`config.mk`:
```
export PLATFORM = sky130hd
export DESIGN_NAME = cla_pipe_addsub
export DESIGN_NICKNAME = d
export VERILOG_FILES = /design/src/rtl/cla_pipe_addsub.sv
export SDC_FILE = /design/constraint.sdc
export NUM_CORES = 1
export LEC_CHECK = 0
export ABC_AREA = 1
export ABC_CLOCK_PERIOD_IN_PS = 4850
export CAP_MARGIN = 20
export CORE_ASPECT_RATIO = 0.5
export CORE_MARGIN = 5
export CORE_UTILIZATION = 57
export DETAILED_ROUTE_END_ITERATION = 6
export GPL_TIMING_DRIVEN = 0
export PLACE_DENSITY = 0.95
export RECOVER_POWER = 25
export SLEW_MARGIN = 20
export SYNTH_ARGS = -nofsm -noshare
export SYNTH_HDL_FRONTEND = slang
export SYNTH_SLANG_ARGS = --single-unit
```
`constraint.sdc`:
```
create_clock -name clock -period 4.85 [get_ports clock]
set_clock_uncertainty 0.15 [all_clocks]
set_input_delay 0.7275 -clock clock [delete_from_list [all_inputs] [get_ports clock]]
set_output_delay 0.7275 -clock clock [all_outputs]
set_load 0.01 [all_outputs]
```
`src/rtl/cla_pipe_addsub.sv`:
```
// ---------------------------------------------------------------------------
// cla_pipe_addsub
//
// Two-stage pipelined carry-lookahead adder/subtractor with valid/ready
// handshakes on the operand side and the result side. It sustains one
// operation per cycle and holds up to two beats (one per stage).
//
// Stage 1 forms the per-bit generate/propagate terms, the 4-bit group G/P
// terms and the carry-in, and registers them. Stage 2 resolves the group
// carries by lookahead, forms the bit carries inside each group, and
// registers the sum together with its carry-out, signed-overflow and zero flags.
//
// Parameters
//   WIDTH      operand/result width, a multiple of 4 (minimum 4)
//
// Ports
//   clock      rising-edge clock
//   reset      synchronous active-high reset
//   in_valid   operand beat valid
//   in_ready   block accepts a beat this cycle (combinational)
//   a, b       operands
//   ci         carry-in, add mode only
//   op         0: a + b + ci, 1: a - b (a + ~b + 1, ci ignored)
//   out_valid  result beat valid (registered)
//   out_ready  consumer accepts the result this cycle
//   s          sum / difference
//   co         carry out of the MSB (subtract: 1 means no borrow)
//   ovf        signed overflow (carry into MSB xor carry out of MSB)
//   zero       s == 0
// ---------------------------------------------------------------------------
module cla_pipe_addsub #(
  parameter int WIDTH = 32
) (
  input  logic             clock,
  input  logic             reset,
  input  logic             in_valid,
  output logic             in_ready,
  input  logic [WIDTH-1:0] a,
  input  logic [WIDTH-1:0] b,
  input  logic             ci,
  input  logic             op,
  output logic             out_valid,
  input  logic             out_ready,
  output logic [WIDTH-1:0] s,
  output logic             co,
  output logic             ovf,
  output logic             zero
);

  localparam int NG = WIDTH / 4;

  // -------------------------------------------------------------------------
  // Handshake
  // -------------------------------------------------------------------------
  logic adv1;
  logic adv2;
  logic accept;

  logic s1_valid_q, s1_valid_d;
  logic out_valid_q, out_valid_d;

  always_comb begin
    adv2   = !out_valid_q || out_ready;
    adv1   = !s1_valid_q || adv2;
    accept = in_valid && adv1;
  end

  assign in_ready = adv1;

  // -------------------------------------------------------------------------
  // Stage 1: bit and group generate/propagate
  // -------------------------------------------------------------------------
  logic [WIDTH-1:0]  b_eff;
  logic [WIDTH-1:0]  bit_g;
  logic [WIDTH-1:0]  bit_p;
  logic [3*NG-1:0]   bit_g_lo;   // g of the low 3 bits of each group
  logic [NG-1:0]     grp_g;
  logic [NG-1:0]     grp_p;

  assign b_eff = op ? ~b : b;
  assign bit_g = a & b_eff;
  assign bit_p = a ^ b_eff;

  generate
    for (genvar gi = 0; gi < NG; gi++) begin : g_s1_grp
      logic [3:0] g4;
      logic [3:0] p4;
      assign g4 = bit_g[4*gi +: 4];
      assign p4 = bit_p[4*gi +: 4];
      assign grp_g[gi] = g4[3]
                       | (p4[3] & g4[2])
                       | (p4[3] & p4[2] & g4[1])
                       | (p4[3] & p4[2] & p4[1] & g4[0]);
      assign grp_p[gi] = &p4;
      // The top bit's g only matters through the group G, so it is not
      // carried into stage 2.
      assign bit_g_lo[3*gi +: 3] = g4[2:0];
    end
  endgenerate

  logic [WIDTH-1:0] p_q, p_d;
  logic [3*NG-1:0]  g_lo_q, g_lo_d;
  logic [NG-1:0]    grp_g_q, grp_g_d;
  logic [NG-1:0]    grp_p_q, grp_p_d;
  logic             c0_q, c0_d;

  always_comb begin
    s1_valid_d = s1_valid_q;
    p_d        = p_q;
    g_lo_d     = g_lo_q;
    grp_g_d    = grp_g_q;
    grp_p_d    = grp_p_q;
    c0_d       = c0_q;
    // When stage 1 is free to move it either takes the new beat or empties.
    if (adv1) begin
      s1_valid_d = accept;
    end
    if (accept) begin
      p_d     = bit_p;
      g_lo_d  = bit_g_lo;
      grp_g_d = grp_g;
      grp_p_d = grp_p;
      // Subtract forces the +1 of the two's complement; ci is ignored.
      c0_d    = op | ci;
    end
  end

  // -------------------------------------------------------------------------
  // Stage 2: group carry lookahead, bit carries, result and flags
  // -------------------------------------------------------------------------
  logic [NG:0]      grp_c;      // grp_c[k] = carry into group k, grp_c[NG] = co
  logic [WIDTH-1:0] bit_c;      // carry into each bit
  logic [WIDTH-1:0] sum;

  // Each group carry is expanded as a flat sum of products over all lower
  // groups, so no carry ripples from group to group.
  always_comb begin
    logic term;
    grp_c    = '0;
    grp_c[0] = c0_q;
    for (int k = 1; k <= NG; k++) begin
      for (int j = 0; j < k; j++) begin
        term = grp_g_q[j];
        for (int m = j + 1; m < k; m++) begin
          term = term & grp_p_q[m];
        end
        grp_c[k] = grp_c[k] | term;
      end
      term = c0_q;
      for (int m = 0; m < k; m++) begin
        term = term & grp_p_q[m];
      end
      grp_c[k] = grp_c[k] | term;
    end
  end

  generate
    for (genvar gi = 0; gi < NG; gi++) begin : g_s2_grp
      logic [2:0] pp;
      logic [2:0] gg;
      logic       cin;
      assign pp  = p_q[4*gi +: 3];
      assign gg  = g_lo_q[3*gi +: 3];
      assign cin = grp_c[gi];
      assign bit_c[4*gi]   = cin;
      assign bit_c[4*gi+1] = gg[0] | (pp[0] & cin);
      assign bit_c[4*gi+2] = gg[1] | (pp[1] & gg[0]) | (pp[1] & pp[0] & cin);
      assign bit_c[4*gi+3] = gg[2]
                           | (pp[2] & gg[1])
                           | (pp[2] & pp[1] & gg[0])
                           | (pp[2] & pp[1] & pp[0] & cin);
    end
  endgenerate

  assign sum = p_q ^ bit_c;

  logic [WIDTH-1:0] s_q, s_d;
  logic             co_q, co_d;
  logic             ovf_q, ovf_d;
  logic             zero_q, zero_d;

  always_comb begin
    out_valid_d = out_valid_q;
    s_d         = s_q;
    co_d        = co_q;
    ovf_d       = ovf_q;
    zero_d      = zero_q;
    // While the consumer stalls a valid result, everything here holds.
    if (adv2) begin
      out_valid_d = s1_valid_q;
      if (s1_valid_q) begin
        s_d    = sum;
        co_d   = grp_c[NG];
        ovf_d  = bit_c[WIDTH-1] ^ grp_c[NG];
        zero_d = (sum == '0);
      end
    end
  end

  // -------------------------------------------------------------------------
  // Registers
  // -------------------------------------------------------------------------
  always_ff @(posedge clock) begin
    if (reset) begin
      s1_valid_q  <= 1'b0;
      p_q         <= '0;
      g_lo_q      <= '0;
      grp_g_q     <= '0;
      grp_p_q     <= '0;
      c0_q        <= 1'b0;
      out_valid_q <= 1'b0;
      s_q         <= '0;
      co_q        <= 1'b0;
      ovf_q       <= 1'b0;
      zero_q      <= 1'b0;
    end else begin
      s1_valid_q  <= s1_valid_d;
      p_q         <= p_d;
      g_lo_q      <= g_lo_d;
      grp_g_q     <= grp_g_d;
      grp_p_q     <= grp_p_d;
      c0_q        <= c0_d;
      out_valid_q <= out_valid_d;
      s_q         <= s_d;
      co_q        <= co_d;
      ovf_q       <= ovf_d;
      zero_q      <= zero_d;
    end
  end

  assign out_valid = out_valid_q;
  assign s         = s_q;
  assign co        = co_q;
  assign ovf       = ovf_q;
  assign zero      = zero_q;

endmodule

```
### Yosys cells after proc, flatten, opt, wreduce, memory -nomap -nowiden

Index checks and enable logic that the tools add are counted.

* register bits after elaboration: 110
* output and inout bits: 37
* logic and storage cells: 289

* muxes and demuxes: 1
* bitwise gates (word level): 262
* reductions and logical operators: 15

Operator list (count)
* $and A1 B1 Y1: 148
* $or A1 B1 Y1: 109
* $xor A32 B32 Y32: 2
* $and A32 B32 Y32: 1
* $logic_not A32 Y1: 1
* $mux W32: 1
* $not A32 Y32: 1
* $reduce_and A4 Y1: 8
* $logic_not A1 Y1: 2
* $logic_or A1 B1 Y1: 2
* $reduce_and A2 Y1: 1
* $logic_and A1 B1 Y1: 1
* $xor A1 B1 Y1: 1

### Longest topological paths before layout

* depth in word-level cells: 17
* gate-level depth with buffers: 22
* gate-level depth less buffers: 22

### Least setup slack after synthesis

No wires, ideal clock.

* path kind: input-to-reg
* start: in op
* end: reg grp_g_q[5]
* setup time: 0.116 ns
* data arrival time: 2.377 ns
* data required time: 4.584 ns
* setup slack: 2.207 ns
* stages: 10
* path buffers: 2
* cells stage by stage: clkbuf_1 buf_1 xor2_1 ha_1 nand2_1 inv_1 a221oi_1 nand3_1 o211ai_1 inv_1

* cells in the longest elaborated chain, start to end: 6

RTL lines
* start, declared: line 41 `input logic op,`
* $mux W32 (*): line 80 `assign b_eff = op ? ~b : b;`
* $xor A32 B32 Y32 (*): line 82 `assign bit_p = a ^ b_eff;`
* net bit_p[23]: line 75 `logic [WIDTH-1:0] bit_p;`
* $and A1 B1 Y1, on equally long branches: line 91, 92, 93
* $or A1 B1 Y1, or another cell as far along: line 91 `| (p4[3] & g4[2])`
* $or A1 B1 Y1 / $and A1 B1 Y1 (equally long branches): line 92, 93
* $or A1 B1 Y1 (*): line 93 `| (p4[3] & p4[2] & p4[1] & g4[0]);`
* end signal, assigned: line 220 `grp_g_q <= grp_g_d;`
* end, declared: line 103 `logic [NG-1:0] grp_g_q, grp_g_d;`

Mark *: on every way through the listed nets, which the timed path passes. The rest lies on a longest branch.
A chain may end at the register's enable or synchronous reset.

### Worst setup path in the final report

* start: reg c0_q
* end: reg zero_q (netlist: zero)

RTL lines
* start, declared: line 105 `logic c0_q, c0_d;`
* start signal, assigned: line 210 `c0_q <= 1'b0;`
* start signal, assigned: line 222 `c0_q <= c0_d;`
* $and A1 B1 Y1 (6 in series): line 151 `term = term & grp_p_q[m];`
* $or A1 B1 Y1: line 153 `grp_c[k] = grp_c[k] | term;`
* $xor A32 B32 Y32: line 175 `assign sum = p_q ^ bit_c;`
* net sum[24]: line 133 `logic [WIDTH-1:0] sum;`
* $logic_not A32 Y1: line 195 `zero_d = (sum == '0);`
* end signal, assigned: line 227 `zero_q <= zero_d;`
* end, declared: line 180 `logic zero_q, zero_d;`

The timed path passes the listed nets, and every way through them passes these cells.

==> impl_results.md <==
* Final Hold Slack at roughly 0.32 ns
* DRT antenna net count at 0
* RR Endpoint: zero
* Initial DRC Count at 735
* Post-Layout Cell Count at 1038
* Post-synth top area cell: dfxtp_1
* Total GRT Usage at between 30% and 40%
* Die Wd at 152.0 um
* Worst reg2reg setup slack at 1.76 ns
* CTS H-Tree Depth at 3
* Hpwl dp at between 10000 and 15000 um
* Worst Setup EP: zero
* Mux contribution to synthesized area at 0%
* XOR/XNOR share of the synthesized area at 6.400%
* Fin area at 7268 um^2
* Clock Power Share at 32.3%
* Startpoint Class: flop
* Worst R2R Path Depth at 18
* Most frequent cells in the layout: 116 x nor2_1, 113 x nand2_1, 110 x dfxtp_1
* CP endpoint kind: flop
* RePlAce Congestion at 0.9535
* Max Root-Sink Buffers at 2
* Clock transition at the registers of the reported paths at ~0.070 ns
* Final Critical Period at a little over 3 ns
* Cts hold-fix bufs at 0
* Resized Gates After CTS at 0
* Final WL at 19100 um
* Relative slew slack at roughly a third
* Largest net degree at the start of global routing at 19
* Initial Util at 59.66%
* Vias at 6073
* Net Switching at 0.7190 mW
* RSZ-0062 raised after global routing: false
* Vias per inst at 5.851
* FP Rows at 25
* Worst slack at placement at around 1.7 ns
* Mean Syn Cell Area at 7.360 um^2
* # setup viols final at 0
* Layout Area Growth over Synthesis at 26.45%
* Clk_lat worst skew at 0.35 ns
* CTS Root Cell: clkbuf_16
* Ports at 107
* Internal Pwr Total at about 1.6 mW
* Largest family of logic cells by synthesized area: simple AND/OR/NAND/NOR gates
* Most common cell after layout, fill and taps aside: nor2_1
* Die Ht at 81.01 um
* Fraction of layout cells with a size suffix above 1 at under 10%
* Crit path kind: flop to flop
* Core region area at just under 10000 um^2
* Worst Setup SP: c0_q
* Critical path peak fanout at 6
* Cells after Synth at 781
* Antenna violations before repair at 3
* Grt ovf at 0
* DP Cell Count at 1021
* Ys Warns at 0
* Number of global-route vias before repair at 5736
* Register bit total from synthesis at 110
* Worst r2r src: c0_q
* Net Sw Frac at 31.04%
* Final worst-path cycle share at 63.63%
* Crit path DAT at 3.22 ns
* # Post-CTS Setup Buffers at 0
* Seq pwr share at 44.4%
* Fmax at 0.3241 GHz
* Critical Path RT at ~5 ns
* CTS buffer count at 9
* Setup TNS at 0 ns
* Final hold vios at 0
* Post-synth cell types at 29
* Avg WL per Cell at 18.40 um
* Synth Area in Adders at 8.707%
* Status: completed
* Gate power share at 23.3%
* Cell area after synthesis at 5748 um^2
* Total chip power at 2.316 mW
* DRC viols at 0
* First-pass GRT wire length at ~29000 um
* PnR worst setup slack at roughly 1.8 ns
* Leak pwr at ~3.3 nW
* Hold Path Class: flop to flop
* Worst vdd ir at 189.7 uV
* Pins over their slew limit at 0
* PortBufs at 105
* Top post-synthesis cells by area: dfxtp_1 38%, ha_1 8.7%, nor2_1 7.6%
* Seq/Total Area, Yosys at 38.31%
* Post-synth top area share at around two fifths
* CTS tree: yes
* Max Cap Violations at 0
* DRT Pass-1 Iters at 5
* DP Area at between 6000 and 7000 um^2
* Share of the core filled with cells at 75.44%
* Pwr dens at 318.7 nW/um^2
* Synth Area in Compound Gates at about 17%
* Tightest Pin Transition at roughly 1 ns
* Synth Area in Simple Gates at 22.42%
* HP Start: p_q[23]
* Final nets at 1007
* Net count after synthesis at 891
* Area of the die at between 10000 and 15000 um^2
* CTS sink cnt at 110
## per-layer routing
metal / GRT usage (%) / part of all wire (%) / wire length [um] / up-vias
met5: 0 / 0.14 / 27 / -
met4: 12.74 / 3.9 / 752 / 4
met3: 9.899 / 13 / 2500 / 72
met2: 50.04 / 44 / 8428 / 388
met1: 36.85 / 39 / 7392 / 2780
li1: - / - / - / 2829
## worst max-delay path, stage by stage, from the launching register on
cell and delay [ns]:
dfxtp_1 0.47, nand4_1 0.19, nor2_1 0.22, nand3_1 0.12, nand3_1 0.22, ha_1 0.30
inv_1 0.10, nand4_1 0.09, nor2_1 0.09, nand2_1 0.06, nor2_1 0.14, nand4_1 0.09
nor2_1 0.14, nand3_1 0.08, nor2_1 0.12, nand2_1 0.08, nor2_1 0.14, nand3_1 0.11
a21oi_2 0.12
## area by class of cell
type	count	area, um^2
tap	135	168.9
timing repair buffer	105	1051
buffer	40	162.7
fill	748	2366
antenna	1	2.502
clock inverter	6	68.82
clock buffer	10	229.0
inverter	71	266.5
multi-input combinational	560	3117
sequential	110	2202
## kinds of logic (layout without fill, tap and decap cells)
group           after synthesis  in the layout
other cells                   0              1
compound gates              175            175
xor+xnor                     42             42
fa+ha+maj                    40             40
flops                       110            110
simple gates                303            303
buf+inv                     111            232
## state kept, by name, summed over array words and instances (netlist names), 8 cells and up
| signal | flops |
|---|---|
| g_lo_q | 24 |
| grp_p_q | 8 |
| grp_g_q | 8 |
| p_q | 32 |
| s | 32 |
## worst min path at each step
| stage | endpoint | cells past startpoint |
|---|---|---|
| after detailed placement | p_q[23] | 2 |
| final | p_q[23] | 2 |
| after global routing | ovf | 2 |
| after global placement | grp_p_q[7] | 2 |
| after CTS | p_q[23] | 2 |
| after floorplan | p_q[7] | 2 |
## cell usage after synthesis
library cell	number
xnor2_1	3
o211ai_1	12
inv_2	1
nand3b_1	2
clkbuf_1	33
nand2_2	3
dfxtp_1	110
buf_1	4
xor2_1	39
buf_2	2
a21oi_2	1
nor2_1	116
o21ai_0	77
a31oi_1	9
a221oi_1	7
inv_1	69
nand2_1	113
a21o_1	1
or2_0	1
o21bai_1	4
clkinv_1	1
nand3_2	1
nor3_1	2
a21oi_1	64
nand3_1	42
nand2_4	3
ha_1	40
clkbuf_8	1
nand4_1	20
## power groups by stage
stage / combinational (mW) / sequential (mW) / clock [mW]
after global placement: 0.505 / 1.04 / 0
after CTS: 0.530 / 1.03 / 0.743
after global routing: 0.582 / 1.04 / 0.786
after floorplan: 0.291 / 1.04 / 0
after detailed placement: 0.523 / 1.05 / 0
final: 0.539 / 1.03 / 0.748
No activity file was read; power rests on OpenSTA's default activity.
